===== src/rtl/instr_fetch_seq_pkg.sv =====
// Shared CPU definitions: fetch sequencer state encoding and the default
// datapath widths used by the PC register, fetch unit and memory model.
package instr_fetch_seq_pkg;

    localparam int unsigned CPU_DATA_W     = 32;
    localparam int unsigned CPU_MEM_ADDR_W = 9;

    localparam logic [1:0] IDLE = 2'd0;
    localparam logic [1:0] REQ  = 2'd1;
    localparam logic [1:0] UPD  = 2'd2;

endpackage


===== src/rtl/instr_fetch_seq_timeout_ctr.sv =====
// Bounded wait counter for memory handshakes. 'expired' is high during the
// last cycle the requester may still wait (count == TIMEOUT-1 while enabled),
// so the owner can leave its wait state on that same edge.
module fetch_timeout_ctr #(
    parameter int unsigned TIMEOUT = 15
) (
    input  logic clk,
    input  logic clr,
    input  logic clear,
    input  logic en,
    output logic expired
);

    localparam int unsigned CW = (TIMEOUT < 2) ? 1 : $clog2(TIMEOUT + 1);
    localparam logic [CW-1:0] LAST = CW'(TIMEOUT - 1);

    logic [CW-1:0] count;

    // Count enabled wait cycles; synchronous clear has priority.
    always_ff @(posedge clk or negedge clr) begin
        if (!clr) begin
            count <= '0;
        end else if (clear) begin
            count <= '0;
        end else if (en && (count != LAST)) begin
            count <= count + CW'(1);
        end
    end

    assign expired = en && (count == LAST);

endmodule


===== src/rtl/instr_fetch_seq.sv =====
// Instruction fetch sequencer: snapshots the PC, reads one word from
// instruction memory over a req/ack handshake, latches it into the
// instruction register and loads PC+1 into the PC register.
module instr_fetch_seq
    import instr_fetch_seq_pkg::*;
#(
    parameter int unsigned DATA_W     = CPU_DATA_W,
    parameter int unsigned MEM_ADDR_W = CPU_MEM_ADDR_W,
    parameter int unsigned TIMEOUT    = 15
) (
    input  logic                  clk,
    input  logic                  clr,
    input  logic [DATA_W-1:0]     pc_q,
    input  logic                  fetch_req,
    input  logic                  flush,
    output logic [MEM_ADDR_W-1:0] mem_addr,
    output logic                  mem_rd,
    input  logic                  mem_ack,
    input  logic [DATA_W-1:0]     mem_rdata,
    output logic [DATA_W-1:0]     pc_d,
    output logic                  pc_en,
    output logic [DATA_W-1:0]     ir_q,
    output logic                  ir_valid,
    output logic                  busy,
    output logic                  fault
);

    logic [1:0]        state;
    logic [1:0]        state_nxt;
    logic [DATA_W-1:0] pc_snap;
    logic              accept;
    logic              in_range;
    logic              ack_ok;
    logic              timed_out;
    logic              expired;

    // A flush blocks acceptance, acks and timeouts alike.
    assign accept    = (state == IDLE) && fetch_req && !flush;
    assign in_range  = (pc_q[DATA_W-1:MEM_ADDR_W] == '0);
    assign ack_ok    = (state == REQ) && !flush && mem_ack;
    assign timed_out = (state == REQ) && !flush && !mem_ack && expired;
    assign busy      = (state != IDLE);

    fetch_timeout_ctr #(
        .TIMEOUT(TIMEOUT)
    ) u_timeout (
        .clk    (clk),
        .clr    (clr),
        .clear  (state != REQ),
        .en     ((state == REQ) && !mem_ack),
        .expired(expired)
    );

    // Next-state selection for the IDLE -> REQ -> UPD fetch sequence.
    always_comb begin
        state_nxt = state;
        case (state)
            IDLE:    if (accept && in_range) state_nxt = REQ;
            REQ: begin
                if (flush || timed_out) state_nxt = IDLE;
                else if (mem_ack)       state_nxt = UPD;
            end
            UPD:     state_nxt = IDLE;
            default: state_nxt = IDLE;
        endcase
    end

    // State register.
    always_ff @(posedge clk or negedge clr) begin
        if (!clr) state <= IDLE;
        else      state <= state_nxt;
    end

    // Datapath: PC snapshot, memory request, instruction latch and PC load.
    // pc_d/pc_en are registered on the ack edge so the PC register loads at
    // the end of UPD and the next IDLE cycle already sees the new PC.
    always_ff @(posedge clk or negedge clr) begin
        if (!clr) begin
            pc_snap  <= '0;
            mem_addr <= '0;
            mem_rd   <= 1'b0;
            pc_d     <= '0;
            pc_en    <= 1'b0;
            ir_q     <= '0;
            ir_valid <= 1'b0;
            fault    <= 1'b0;
        end else begin
            fault  <= (accept && !in_range) || timed_out;
            pc_en  <= ack_ok;
            mem_rd <= (state_nxt == REQ);
            if (accept) begin
                pc_snap  <= pc_q;
                ir_valid <= 1'b0;
                if (in_range) mem_addr <= pc_q[MEM_ADDR_W-1:0];
            end
            if (ack_ok) begin
                ir_q <= mem_rdata;
                pc_d <= pc_snap + DATA_W'(1);
            end
            if (state == UPD) ir_valid <= 1'b1;
        end
    end

endmodule


===== config.mk =====
export PLATFORM = sky130hd
export DESIGN_NAME = instr_fetch_seq
export DESIGN_NICKNAME = d
export VERILOG_FILES = /design/src/rtl/instr_fetch_seq_pkg.sv /design/src/rtl/instr_fetch_seq_timeout_ctr.sv /design/src/rtl/instr_fetch_seq.sv
export SDC_FILE = /design/constraint.sdc
export NUM_CORES = 1
export LEC_CHECK = 0
export BUFFER_PORTS_ARGS = -buffer_cell sky130_fd_sc_hd__buf_2
export CORE_UTILIZATION = 56
export DETAILED_ROUTE_END_ITERATION = 10
export PLACE_DENSITY = 0.85
export SLEW_MARGIN = 40
export SYNTH_ARGS = -nofsm -noshare
export SYNTH_HDL_FRONTEND = slang
export SYNTH_SLANG_ARGS = --single-unit

===== constraint.sdc =====
create_clock -name clk -period 4.8 [get_ports clk]
set_clock_uncertainty 0.2 [all_clocks]
set_input_delay 0.24 -clock clk [delete_from_list [all_inputs] [get_ports clk]]
set_output_delay 0.24 -clock clk [all_outputs]
set_load 0.02 [all_outputs]

Word level (Yosys, flattened, before mapping)
Cells that the tools add are included.
{ "totals": {"regBits": 115} }
{ "classes": {"n_addsub": 2, "eq_ne": 6, "muxes": 8, "n_reduce_logical": 22} }
{ "op_table": {"columns": ["cell", "n"], "rows": [
  ["32-bit by 1-bit adder with 32-bit output, second input constant", 1],
  ["23-bit logical NOT", 1],
  ["1-bit logical AND", 11],
  ["4-bit 2-to-1 mux", 2],
  ["2-bit 2-to-1 mux", 3],
  ["2-bit nonzero test", 3],
  ["4-bit by 1-bit adder with 4-bit output, second input constant", 1],
  ["2-bit by 1-bit == test with 1-bit output, second input constant", 2],
  ["4-bit == test, second input constant", 1],
  ["4-bit inequality test, second input constant", 1],
  ["2-bit case mux with 2 select lines", 1],
  ["1-bit logical NOT", 3],
  ["2-bit == test, second input constant", 1],
  ["2-bit logical NOT", 1],
  ["1-bit logical OR", 2],
  ["1-bit 2-to-1 mux", 2],
  ["2-bit by 1-bit inequality test with 1-bit output, second input constant", 1],
  ["2-bit AND reduction", 1]
]} }

Depth between registers and ports, before layout
Gate-level depths: netlist of run 1.
{ "depth": {"ltp_word": 8, "mapped_depth": 7, "ltp_nobuf": 6} }

By module
Synthesis of run 1 repeated with hierarchy kept, for this count alone.
{ "unflattened": {"hier_cells": 398, "hier_area_um2": 4981.0} }
{ "by_module_without_submodules": {"columns": ["mod", "instances", "cells_per_inst", "area_each_um2"], "rows": [
  ["instr_fetch_seq", 1, 374, 4727.0],
  ["fetch_timeout_ctr", 1, 24, 254.0]
]} }

Worst setup path after synthesis of run 1
No wires, ideal clock.
{ "synth_timing": {"path_kind": "reg2reg", "startpoint": "reg pc_snap[0]", "endpoint": "reg pc_d[18]", "setup_time_ns": 0.069, "arrival_time_ns": 1.604, "t_required_ns": 4.531, "setup_slack_ns": 2.927, "stages_incl_launch_ff": 8, "path_buffers": 2, "synth_period_minus_slack_ns": 1.873, "cell_sequence": "dfrtp_1 -> ha_1 -> and3_1 -> buf_2 -> nand3_2 -> buf_6 -> or4_1 -> nand3_1"} }
{ "synth_between": {"elab_chain_len": 1} }
{ "synth_rtl": {"columns": ["item", "line_no", "source"], "rows": [
  ["start: declaration", "instr_fetch_seq.sv:30", "logic [DATA_W-1:0] pc_snap;"],
  ["start signal: assignment", "instr_fetch_seq.sv:92", "pc_snap <= pc_q;"],
  ["32-bit by 1-bit adder with 32-bit output", "instr_fetch_seq.sv:98", "pc_d <= pc_snap + DATA_W'(1);"],
  ["end signal: assignment", "instr_fetch_seq.sv:98", null],
  ["end: declaration", "instr_fetch_seq.sv:20", "output logic [DATA_W-1:0] pc_d,"]
]} }
Every way passes these cells.
A chain may end at the register's enable or synchronous reset.

Worst setup path in the final report of run 1
{ "layout_timing": {"startpoint": "reg state[1]", "endpoint": "reg fault"} }
{ "layout_between": {"elab_chain_len": 5, "elab_cells_between_ends": 11, "cone_classes": "eq/ne (1); reduce/logical (10)"} }
{ "layout_rtl": {"columns": ["item", "line_no", "source"], "rows": [
  ["start: declaration", "instr_fetch_seq.sv:28", "logic [1:0] state;"],
  ["start signal: assignment", "instr_fetch_seq.sv:71", "else state <= state_nxt;"],
  ["2-bit by 1-bit == test with 1-bit output / 2-bit logical NOT (equally long branches)", "instr_fetch_seq.sv:41, instr_fetch_seq.sv:50, instr_fetch_seq.sv:38", null],
  ["1-bit logical AND (on tied branches)", "instr_fetch_seq.sv:41, instr_fetch_seq.sv:38, instr_fetch_seq.sv:50", null],
  ["1-bit logical AND (on tied branches)", "instr_fetch_seq.sv:41, instr_fetch_seq_timeout_ctr.sv:30, instr_fetch_seq.sv:38", null],
  ["1-bit logical AND (on tied branches)", "instr_fetch_seq.sv:41, instr_fetch_seq.sv:88", null],
  ["1-bit logical OR (*)", "instr_fetch_seq.sv:88", "fault <= (accept && !in_range) || timed_out;"],
  ["end signal: assignment", "instr_fetch_seq.sv:88", null],
  ["end: declaration", "instr_fetch_seq.sv:25", "output logic fault"]
]} }
Mark *: on every way between the ends. The rest lies on a longest branch, timed or not.

==> results of run 1 <==
## synth_stat cells, types with 4 or more instances
| cell | count | area share |
|---|---|---|
| nor2_1 | 18 | 0.013 |
| dfrtp_1 | 115 | 0.57 |
| clkbuf_1 | 19 | 0.014 |
| a31oi_1 | 12 | 0.015 |
| nor4_1 | 6 | 0.0074 |
| buf_4 | 4 | 0.0059 |
| xor2_1 | 11 | 0.019 |
| or4_1 | 5 | 0.0074 |
| or3_1 | 9 | 0.011 |
| mux2_2 | 9 | 0.020 |
| nand3_1 | 11 | 0.011 |
| nand4_1 | 15 | 0.018 |
| inv_1 | 5 | 0.0037 |
| xnor2_1 | 6 | 0.010 |
| nor3_1 | 5 | 0.0049 |
| o21ai_0 | 26 | 0.026 |
| nand2_1 | 225 | 0.17 |
| and3_1 | 9 | 0.011 |
## area by class of cell
cell class / count / area (um2)
fillers: 493 / 1550
diodes: 1 / 2.50
inverters: 6 / 22.5
clock inverters: 11 / 174
flip-flops and latches: 115 / 2880
repair buffers: 221 / 1470
multi-input cells: 401 / 2060
clock buffers: 21 / 469
well taps: 108 / 135
## kinds of logic (layout without fill, tap and decap cells)
family                   Yosys count  in the layout  share of synthesized area
other                              0              1                          0
multiplexers                      10             10                     0.0219
XOR/XNOR                          17             17                     0.0292
AO/OA/AOI/OAI                     51             51                     0.0605
flip-flops                       115            115                      0.565
buffers and inverters             35            259                     0.0324
AND/OR/NAND/NOR                  320            320                      0.283
adder cells (fa/ha/maj)            3              3                    0.00737
## power by group through the flow
stage	Clock, mW	Sequential [mW]	Combinational, mW
2_1_floorplan	0	1.05	0.0745
3_3_place_gp	0	1.06	0.135
3_5_place_dp	0	1.07	0.141
4_1_cts	1.36	1.05	0.186
5_1_grt	1.41	1.06	0.212
6_report	1.36	1.06	0.192
## state kept, by name (all words and copies together) (netlist names)
signal and cells:
ir_q 32, pc_d 32, pc_snap 32, mem_addr 9, u_timeout.count 4, state 2
fault 1, ir_valid 1, mem_rd 1, pc_en 1
## worst reg2reg max path: cells and delay by family (launching register included)
family / cells / cell delay (ns)
buffers and inverters: 2 / 0.93
and+or+nand+nor: 2 / 0.43
DFF: 1 / 0.41
AOI/OAI and AO/OA: 2 / 0.34
## layer usage
| layer | vias to the layer above | share of wire | track usage |
|---|---|---|---|
| met5 | - | 0 | 0 |
| met4 | 0 | 0.037 | 0.180 |
| met3 | 68 | 0.077 | 0.0813 |
| met2 | 305 | 0.52 | 0.594 |
| met1 | 2457 | 0.37 | 0.399 |
| li1 | 2273 | - | - |
## final timing paths
check	start	end	slack, ns	depth (start not counted)
worst max-delay path	state[1]	fault	2.42	6
worst min-delay path	clr	pc_d[14]	0.12	2
worst max register to register	state[1]	fault	2.42	6
worst min register to register	ir_q[15]	ir_q[15]	0.28	2
max in group asynchronous	clr	pc_snap[19]	3.29	3
min in group clk	fetch_req	pc_snap[24]	0.22	5
## cell usage in the layout, fill, tap and decap left out, types with 2 or more instances in the layout
| cell type | synthesis | layout |
|---|---|---|
| bufinv_16 | 0 | 4 |
| nand2_1 | 225 | 225 |
| clkbuf_8 | 0 | 5 |
| buf_2 | 3 | 145 |
| dlygate4sd3_1 | 0 | 68 |
| dfrtp_1 | 115 | 115 |
| and4_4 | 2 | 2 |
| and2_1 | 3 | 3 |
| nor4_1 | 6 | 6 |
| nand3_1 | 11 | 11 |
| and3_1 | 9 | 9 |
| or4_1 | 5 | 5 |
| o31a_1 | 2 | 2 |
| buf_4 | 4 | 7 |
| and4_1 | 3 | 3 |
| clkinvlp_4 | 0 | 3 |
| nor2_1 | 18 | 18 |
| xnor2_1 | 6 | 6 |
| nor3_1 | 5 | 5 |
| nand4_1 | 15 | 15 |
| clkbuf_16 | 0 | 16 |
| a31oi_1 | 12 | 12 |
| ha_1 | 3 | 3 |
| o21ai_0 | 26 | 26 |
| mux2_2 | 9 | 9 |
| xor2_1 | 11 | 11 |
| nand2b_1 | 2 | 2 |
| inv_1 | 5 | 5 |
| a31o_2 | 3 | 3 |
| o31ai_1 | 3 | 3 |
| clkinv_4 | 0 | 2 |
| o211ai_1 | 3 | 3 |
| or3_1 | 9 | 9 |
==> flow_summary.toml, run 1 <==
[outcome]
status = "finished clean"

[die]
pin_count = 147
dieArea_mm2 = 0.00948
coreArea_mm2 = 0.00876
start_util = 0.581
dieHeight_um = 97.4
row_count = 34
die_w_um = 97.4

[drt]
first_pass_iters = 5
wl_per_cell_um = 17.6
via_count = 5103
viasPerCell = 5.77
totalWireLength_um = 15500
drt_iter0_drc = 483
drc_errors = 0
ant_nets = 0

[cts]
clockBufferDepth = 2
ctsResizeCount = 0
cts_hold_buf = 68
cts_tree = "done"
clk_latency_ns = 0.51
clk_pin_slew_ns = 0.06
cts.sinks = 115
ctsRootBufferMaster = "clkbuf_8"
postCtsSetupRepairBufs = 0
htree_levels = 4
cts_buffers = 17

[grt]
grt.overflow.total = 0
antenna_found_initial = 1
grt_pass1_vias = 5239
grt_pass1_wl_um = 25600
track_usage = 0.344
grt_max_degree = 79

[worst_setup_path]
cp_data_arrival_time_ns = 2.62
cp-start-kind = "flop"
crit_required_ns = 5.04
cp_cell_sequence = "nor2_1 > and3_1 > buf_4 > o21ai_0 > o21ai_0 > dlygate4sd3_1"
endpoint_kind = "flop"
cp_num_buf_inv = 2
crit_path_top_delay_cell = "dlygate4sd3_1"
cp_top_family = "buffers and inverters"
crit_fanout = 34
path_common_cell = "o21ai_0"
cpPeakStageDelay_ns = 0.59
worstSetupPathType = "reg2reg"

[sta]
finalSetupViolations = 0
holdWs_ns = 0.119
final.setup.tns_ns = 0
worst_slack_ns = 2.42
slew-limit-headroom = 0.512
worstMarginPinSlew_ns = 0.733
period_minus_slack_ns = 2.38
max_freq_mhz = 420
finalHoldViolCount = 0
finalCritPeriodShare = 0.496
rsz0062_at_grt = "no"
maxSlewViolCount = 0

[placed_design]
pre_cts_ws_ns = 2.62
portBuffers = 146
gp_congestion = 0.862
placedCellCount = 783
dpl_cell_area_mm2 = 0.00589
dpl.hpwl_um = 8860

[min_path]
hold_class = "in2async"

[pwr]
switchingPower_mw = 0.610
report.power.total_mw = 2.61
cellLeakagePower_nw = 3.88
combPwrFrac = 0.074
vdd_drop_max_uv = 248
power_density_mw_per_mm2 = 361
clkPwrFrac = 0.520
seqPwrFrac = 0.406
p_int_mw = 2.00
switching_share = 0.234

[synth]
post_synth_inst_count = 551
synth_warnings = 0
synth_nets = 623
async_reset_ff_frac = 1.00
yosysUniqueCellTypes = 41
avgSynthCellArea_um2 = 9.24
synth-edff-count = 0
yosysSeqAreaShare = 0.565
synth.cell_area_mm2 = 0.00509
ys.flop_type = "dfrtp_1"
synth-seq-cells = 115

[cells_and_area]
syn_to_final_growth_pct = 41.7
fin_nets = 834
finalInstanceArea_mm2 = 0.00722
drive_above_1_share = 0.263
final_util = 0.823
finalNonFillerCells = 884

[job]
cap_violations = 0
(Power assumes the default switching activity.)
==> run 2, diff against run 1 <==
--- a/config.mk
+++ b/config.mk
@@ -6,9 +6,9 @@
 export NUM_CORES = 1
 export LEC_CHECK = 0
 export BUFFER_PORTS_ARGS = -buffer_cell sky130_fd_sc_hd__buf_2
-export CORE_UTILIZATION = 56
+export CORE_UTILIZATION = 47
 export DETAILED_ROUTE_END_ITERATION = 10
-export PLACE_DENSITY = 0.85
+export PLACE_DENSITY = 0.76
 export SLEW_MARGIN = 40
 export SYNTH_ARGS = -nofsm -noshare
 export SYNTH_HDL_FRONTEND = slang
==> constraint.sdc (replaced) <==
create_clock -name clk -period 2 [get_ports clk]
set_clock_uncertainty 0.2 [all_clocks]
set_input_delay 0.1 -clock clk [delete_from_list [all_inputs] [get_ports clk]]
set_output_delay 0.1 -clock clk [all_outputs]
set_load 0.02 [all_outputs]
==> flow_summary.toml, run 2 (same netlist as run 1, synthesis figures left out) <==
[outcome]
status = "finished, violations left"
violations = "hold timing"

[drt]
drt_iter0_drc = 392
totalWireLength_um = 14800
drc_errors = 0
viasPerCell = 5.30
first_pass_iters = 5
wl_per_cell_um = 15.9
ant_nets = 0
via_count = 4960

[worst_setup_path]
crit_required_ns = 2.25
cp_cell_sequence = "and4_2 > nand4_4 > or4_1 > a31oi_1"
r2r-start = "pc_snap[10]"
endpoint_kind = "flop"
crit_path_top_delay_cell = "or4_1"
cp_data_arrival_time_ns = 2.18
crit_fanout = 10
cpPeakStageDelay_ns = 0.51
ff2ff_path_depth = 4
timing.rr.end = "pc_d[29]"
ff2ff_setup_slack_ns = 0.07
worstSetupPathType = "reg2reg"
cp-start-kind = "flop"

[placed_design]
gp_congestion = 0.859
dpl_cell_area_mm2 = 0.00614
dpl.hpwl_um = 9370
pre_cts_ws_ns = 0.0214
portBuffers = 146

[min_path]
whs_path_depth = 3
hold_start = "pc_q[25]"
min_to = "pc_snap[25]"
hold_class = "in2reg"

[sta]
max_freq_mhz = 517
rsz0062_at_grt = "no"
holdWs_ns = -0.318
finalSetupViolations = 0
maxSlewViolCount = 0
period_minus_slack_ns = 1.93
finalHoldViolCount = 2
finalCritPeriodShare = 0.967
final.setup.tns_ns = 0
worst_slack_ns = 0.0664
slew-limit-headroom = 0.635
worstMarginPinSlew_ns = 0.547

[grt]
grt_pass1_vias = 4956
antenna_found_initial = 0
grt_max_degree = 41
track_usage = 0.274
grt_pass1_wl_um = 23700
grt.overflow.total = 0

[cts]
ctsRootBufferMaster = "clkbuf_8"
clk_latency_ns = 0.52
clockBufferDepth = 2
cts_hold_buf = 68
cts_buffers = 17
clk_pin_slew_ns = 0.06
cts_tree = "done"
htree_levels = 4
cts.sinks = 115

[cells_and_area]
layout_commonest_cell = "nand2_1"
diodes = 0
layout_common_cells = "nand2_1 (225), buf_2 (145), dfrtp_1 (115)"
largestRegisters = "ir_q: 32 flops, pc_d: 32 flops, pc_snap: 32 flops"
fin_nets = 858
finalInstanceArea_mm2 = 0.00749
syn_to_final_growth_pct = 47.1
drive_above_1_share = 0.294
final_util = 0.719

[die]
dieHeight_um = 106
dieArea_mm2 = 0.0113
start_util = 0.489
pin_count = 147
row_count = 37
die_w_um = 106
coreArea_mm2 = 0.0104

[pwr]
cellLeakagePower_nw = 4.02
power_density_mw_per_mm2 = 824
vdd_drop_max_uv = 453

[job]
cap_violations = 0
[run 2: worst max-delay path: cells and delay by family, from the launching register on]
family | cells | cell delay [ns]
compound gates | 1 | 0.17
flops | 1 | 0.42
simple gates | 3 | 1.07
[run 2: report_power, final]
| part | internal [mW] | switching (mW) | total (mW) |
|---|---|---|---|
| combinational | 0.280 | 0.281 | 0.561 |
| clock | 2.09 | 1.02 | 3.11 |
| sequential | 2.41 | 0.0899 | 2.50 |
| total | 4.78 | 1.39 | 6.17 |
[run 2: worst max-delay path by stage]
stage,start,end
2_1_floorplan,pc_snap[0],pc_d[18]
3_3_place_gp,pc_q[25],mem_addr[3]
3_5_place_dp,pc_snap[0],pc_d[26]
4_1_cts,pc_q[27],mem_addr[5]
5_1_grt,pc_q[9],mem_addr[7]
6_report,pc_snap[10],pc_d[29]
[run 2: repair_timing]
action | CTS | global route
buffers inserted | 0 | 1
endpoints found under the hold margin | 200 | 2
gates resized for setup | 1 | 8
cloned | 0 | 0
setup endpoints to repair | 1 | 20
[run 2: final cells by class]
type	instances	area (um2)
sequential	115	2880
multi-input combinational	401	2100
timing repair buffer	245	1700
inverter	6	22.5
clock buffer	24	500
fill	735	2930
clock inverter	8	121
tap	136	170
[run 2: routing by layer]
metal | global-route usage | vias up | share of wire
li1 | - | 2316 | -
met4 | 0.114 | 0 | 0.036
met2 | 0.458 | 214 | 0.50
met3 | 0.0791 | 45 | 0.059
met1 | 0.331 | 2385 | 0.41
met5 | 0 | - | 0
[run 2: stage by stage]
| stage | hold slack (ns) | power (mW) | std cells |
|---|---|---|---|
| after global routing | -0.346 | 6.40 | 935 |
| after detailed placement | -0.0741 | 2.97 | 834 |
| after floorplan | -0.396 | 2.71 | 551 |
| after global placement | -0.0870 | 2.95 | 834 |
| final | -0.318 | 6.17 | 935 |
| after CTS | -0.411 | 6.18 | 934 |
==> run 3, diff against run 2 <==
--- a/config.mk
+++ b/config.mk
@@ -6,10 +6,11 @@
 export NUM_CORES = 1
 export LEC_CHECK = 0
 export BUFFER_PORTS_ARGS = -buffer_cell sky130_fd_sc_hd__buf_2
-export CORE_UTILIZATION = 47
+export CORE_UTILIZATION = 52
 export DETAILED_ROUTE_END_ITERATION = 10
-export PLACE_DENSITY = 0.76
+export PLACE_DENSITY = 0.8
 export SLEW_MARGIN = 40
 export SYNTH_ARGS = -nofsm -noshare
 export SYNTH_HDL_FRONTEND = slang
+export SYNTH_HIERARCHICAL = 1
 export SYNTH_SLANG_ARGS = --single-unit
==> constraint.sdc (replaced) <==
create_clock -name clk -period 2.2 [get_ports clk]
set_clock_uncertainty 0.2 [all_clocks]
set_input_delay 0.11 -clock clk [delete_from_list [all_inputs] [get_ports clk]]
set_output_delay 0.11 -clock clk [all_outputs]
set_load 0.02 [all_outputs]
==> flow_summary.toml, run 3 <==
[synth]
yosysUniqueCellTypes = 38
synth-seq-cells = 115
synth_warnings = 6
synthTopCellsByArea = "dfrtp_1 (58%), mux2_2 (17%), xor2_1 (3.3%)"
avgSynthCellArea_um2 = 12.5
synth.cell_area_mm2 = 0.00498
synth_nets = 470
synth_top_area_share = 0.578
post_synth_inst_count = 398
yosysTopAreaCell = "dfrtp_1"
netlist_top_cells_count = "dfrtp_1 (115), mux2_2 (73), nor2_1 (38)"
yosysSeqAreaShare = 0.578
async_reset_ff_frac = 1.00
synthMostInstantiatedCell = "dfrtp_1"
synth-edff-count = 0
ys.flop_type = "dfrtp_1"

[pwr]
cellLeakagePower_nw = 3.51
seqPwrFrac = 0.402
combPwrFrac = 0.121
p_int_mw = 4.49
power_density_mw_per_mm2 = 825
switchingPower_mw = 1.55
vdd_drop_max_uv = 573
switching_share = 0.257
clkPwrFrac = 0.477

[drt]
wl_per_cell_um = 17.4
viasPerCell = 5.26
first_pass_iters = 4
via_count = 4076
wl_met2_um = 6920
drc_errors = 0
ant_nets = 0
wl_met3_um = 918
totalWireLength_um = 13500
wirelength_met1_um = 5290
drt_iter0_drc = 137
dr.max_layer_used = "met4"

[grt]
grt_pass1_vias = 4346
grt.overflow.total = 0
grt_max_degree = 50
antenna_found_initial = 0
track_usage = 0.285
grt_pass1_wl_um = 21300

[cells_and_area]
layout_common_cells = "buf_2 (145), dfrtp_1 (115), mux2_2 (73)"
drive_above_1_share = 0.438
diodes = 0
final_util = 0.792
largestRegisters = "ir_q: 32 flops, pc_d: 32 flops, pc_snap: 32 flops"
layout_commonest_cell = "buf_2"
final.fill_count = 534
fin_nets = 705
syn_to_final_growth_pct = 47.0

[worst_setup_path]
cp_cell_sequence = "dlygate4sd3_1 > buf_2 > nor4_1 > nand2_2 > dlygate4sd3_1 > nor2_1 > nand2_1 > o41ai_1"
cp-start-kind = "primary input"
crit_path_top_delay_cell = "dlygate4sd3_1"
cp_num_buf_inv = 3
cp_data_arrival_time_ns = 2.36
worstSetupPathType = "in2reg"
path_common_cell = "dlygate4sd3_1"
ff2ff_setup_slack_ns = 0.14
crit_fanout = 2
cpPeakStageDelay_ns = 0.61
crit_required_ns = 2.40
cp_top_family = "buffers and inverters"
endpoint_kind = "flop"

[die]
row_count = 35
die_w_um = 99.9
dieHeight_um = 99.9
coreArea_mm2 = 0.00924
dieArea_mm2 = 0.00997
pin_count = 147
start_util = 0.539

[sta]
finalCritPeriodShare = 0.984
finalSetupViolations = 0
worstMarginPinSlew_ns = 0.494
max_freq_mhz = 462
final.setup.tns_ns = 0
slew-limit-headroom = 0.668
period_minus_slack_ns = 2.16
maxSlewViolCount = 0
worst_slack_ns = 0.0363
finalHoldViolCount = 0
rsz0062_at_grt = "no"

[placed_design]
dpl.hpwl_um = 8080
portBuffers = 146
pre_cts_ws_ns = 0.177
gp_congestion = 0.839

[cts]
clk_pin_slew_ns = 0.06
cts_buffers = 17
clk_latency_ns = 0.52
clockBufferDepth = 2
postCtsSetupRepairBufs = 0
cts.sinks = 115
cts_tree = "done"
ctsRootBufferMaster = "clkbuf_8"
htree_levels = 4

[min_path]
hold_class = "in2reg"

[job]
cap_violations = 0

[outcome]
status = "finished clean"
[run 3: per-stage QoR]
| stage | power (mW) | instance area [um2] | hold WS, ns | cells |
|---|---|---|---|---|
| 2_1_floorplan | 2.79 | 4980 | -0.386 | 398 |
| 4_1_cts | 6.04 | 7300 | 0.136 | 774 |
| 5_1_grt | 6.24 | 7320 | 0.0815 | 775 |
| 3_3_place_gp | 3.05 | 5960 | -0.0778 | 671 |
| 6_report | 6.04 | 7320 | 0.0872 | 775 |
| 3_5_place_dp | 3.07 | 5960 | -0.0729 | 671 |
[run 3: cell families (layout without fill, tap and decap cells)]
kind of cell | after synthesis | in the layout | synth area share
adders and majority gates | 3 | 3 | 0.00754
buffers and inverters | 23 | 271 | 0.0216
and+or+nand+nor | 112 | 112 | 0.122
muxes | 76 | 76 | 0.173
AOI/OAI and AO/OA | 39 | 39 | 0.0452
DFF | 115 | 115 | 0.578
xor gates and xnor gates | 30 | 30 | 0.0528
[run 3: layer usage]
metal  GRT usage  up-vias
met5           0        -
met3      0.0940       32
li1            -     1880
met1       0.321     1993
met2       0.490      171
met4       0.132        0
[run 3: timing repair]
item / 4_1_cts / 5_1_grt
hold buffers: 71 / 2
setup endpoints to repair: 0 / 9
hold endpoints to repair: 198 / 2
gates resized for setup: 0 / 2
[run 3: path summary, 6_finish.rpt]
check                              end  depth (start not counted)  startpoint
setup / recovery                mem_rd                          8    pc_q[11]
hold / removal             mem_addr[7]                          6    pc_q[13]
setup reg to reg           mem_addr[5]                          6    state[0]
hold reg to reg               ir_q[16]                          1    ir_q[16]
max in group asynchronous      ir_q[3]                          4         clr
min in group asynchronous     pc_d[21]                          4         clr
[run 3: area by class of cell]
class,count,area (um2),share of cell area
clock buffers,17,414,0.0566
clock inverters,15,205,0.0280
inverters,8,30.0,0.00410
multi-input cells,260,2020,0.276
flip-flops and latches,115,2880,0.393
well taps,129,161,0.0220
repair buffers,231,1610,0.220
[run 3: power groups by stage]
stage,clock network (mW),registers (mW),logic [mW]
finish,2.88,2.43,0.730
global route,3.00,2.45,0.786
CTS,2.89,2.43,0.721
detailed placement,0,2.46,0.615
floorplan,0,2.53,0.262
global placement,0,2.45,0.599
[run 3: worst min-delay path, stage by stage]
cell and delay [ns]:
buf_2 0.11, nor4_2 0.05, nand2_2 0.10, nor3_4 0.05
buf_12 0.14, mux2_2 0.21
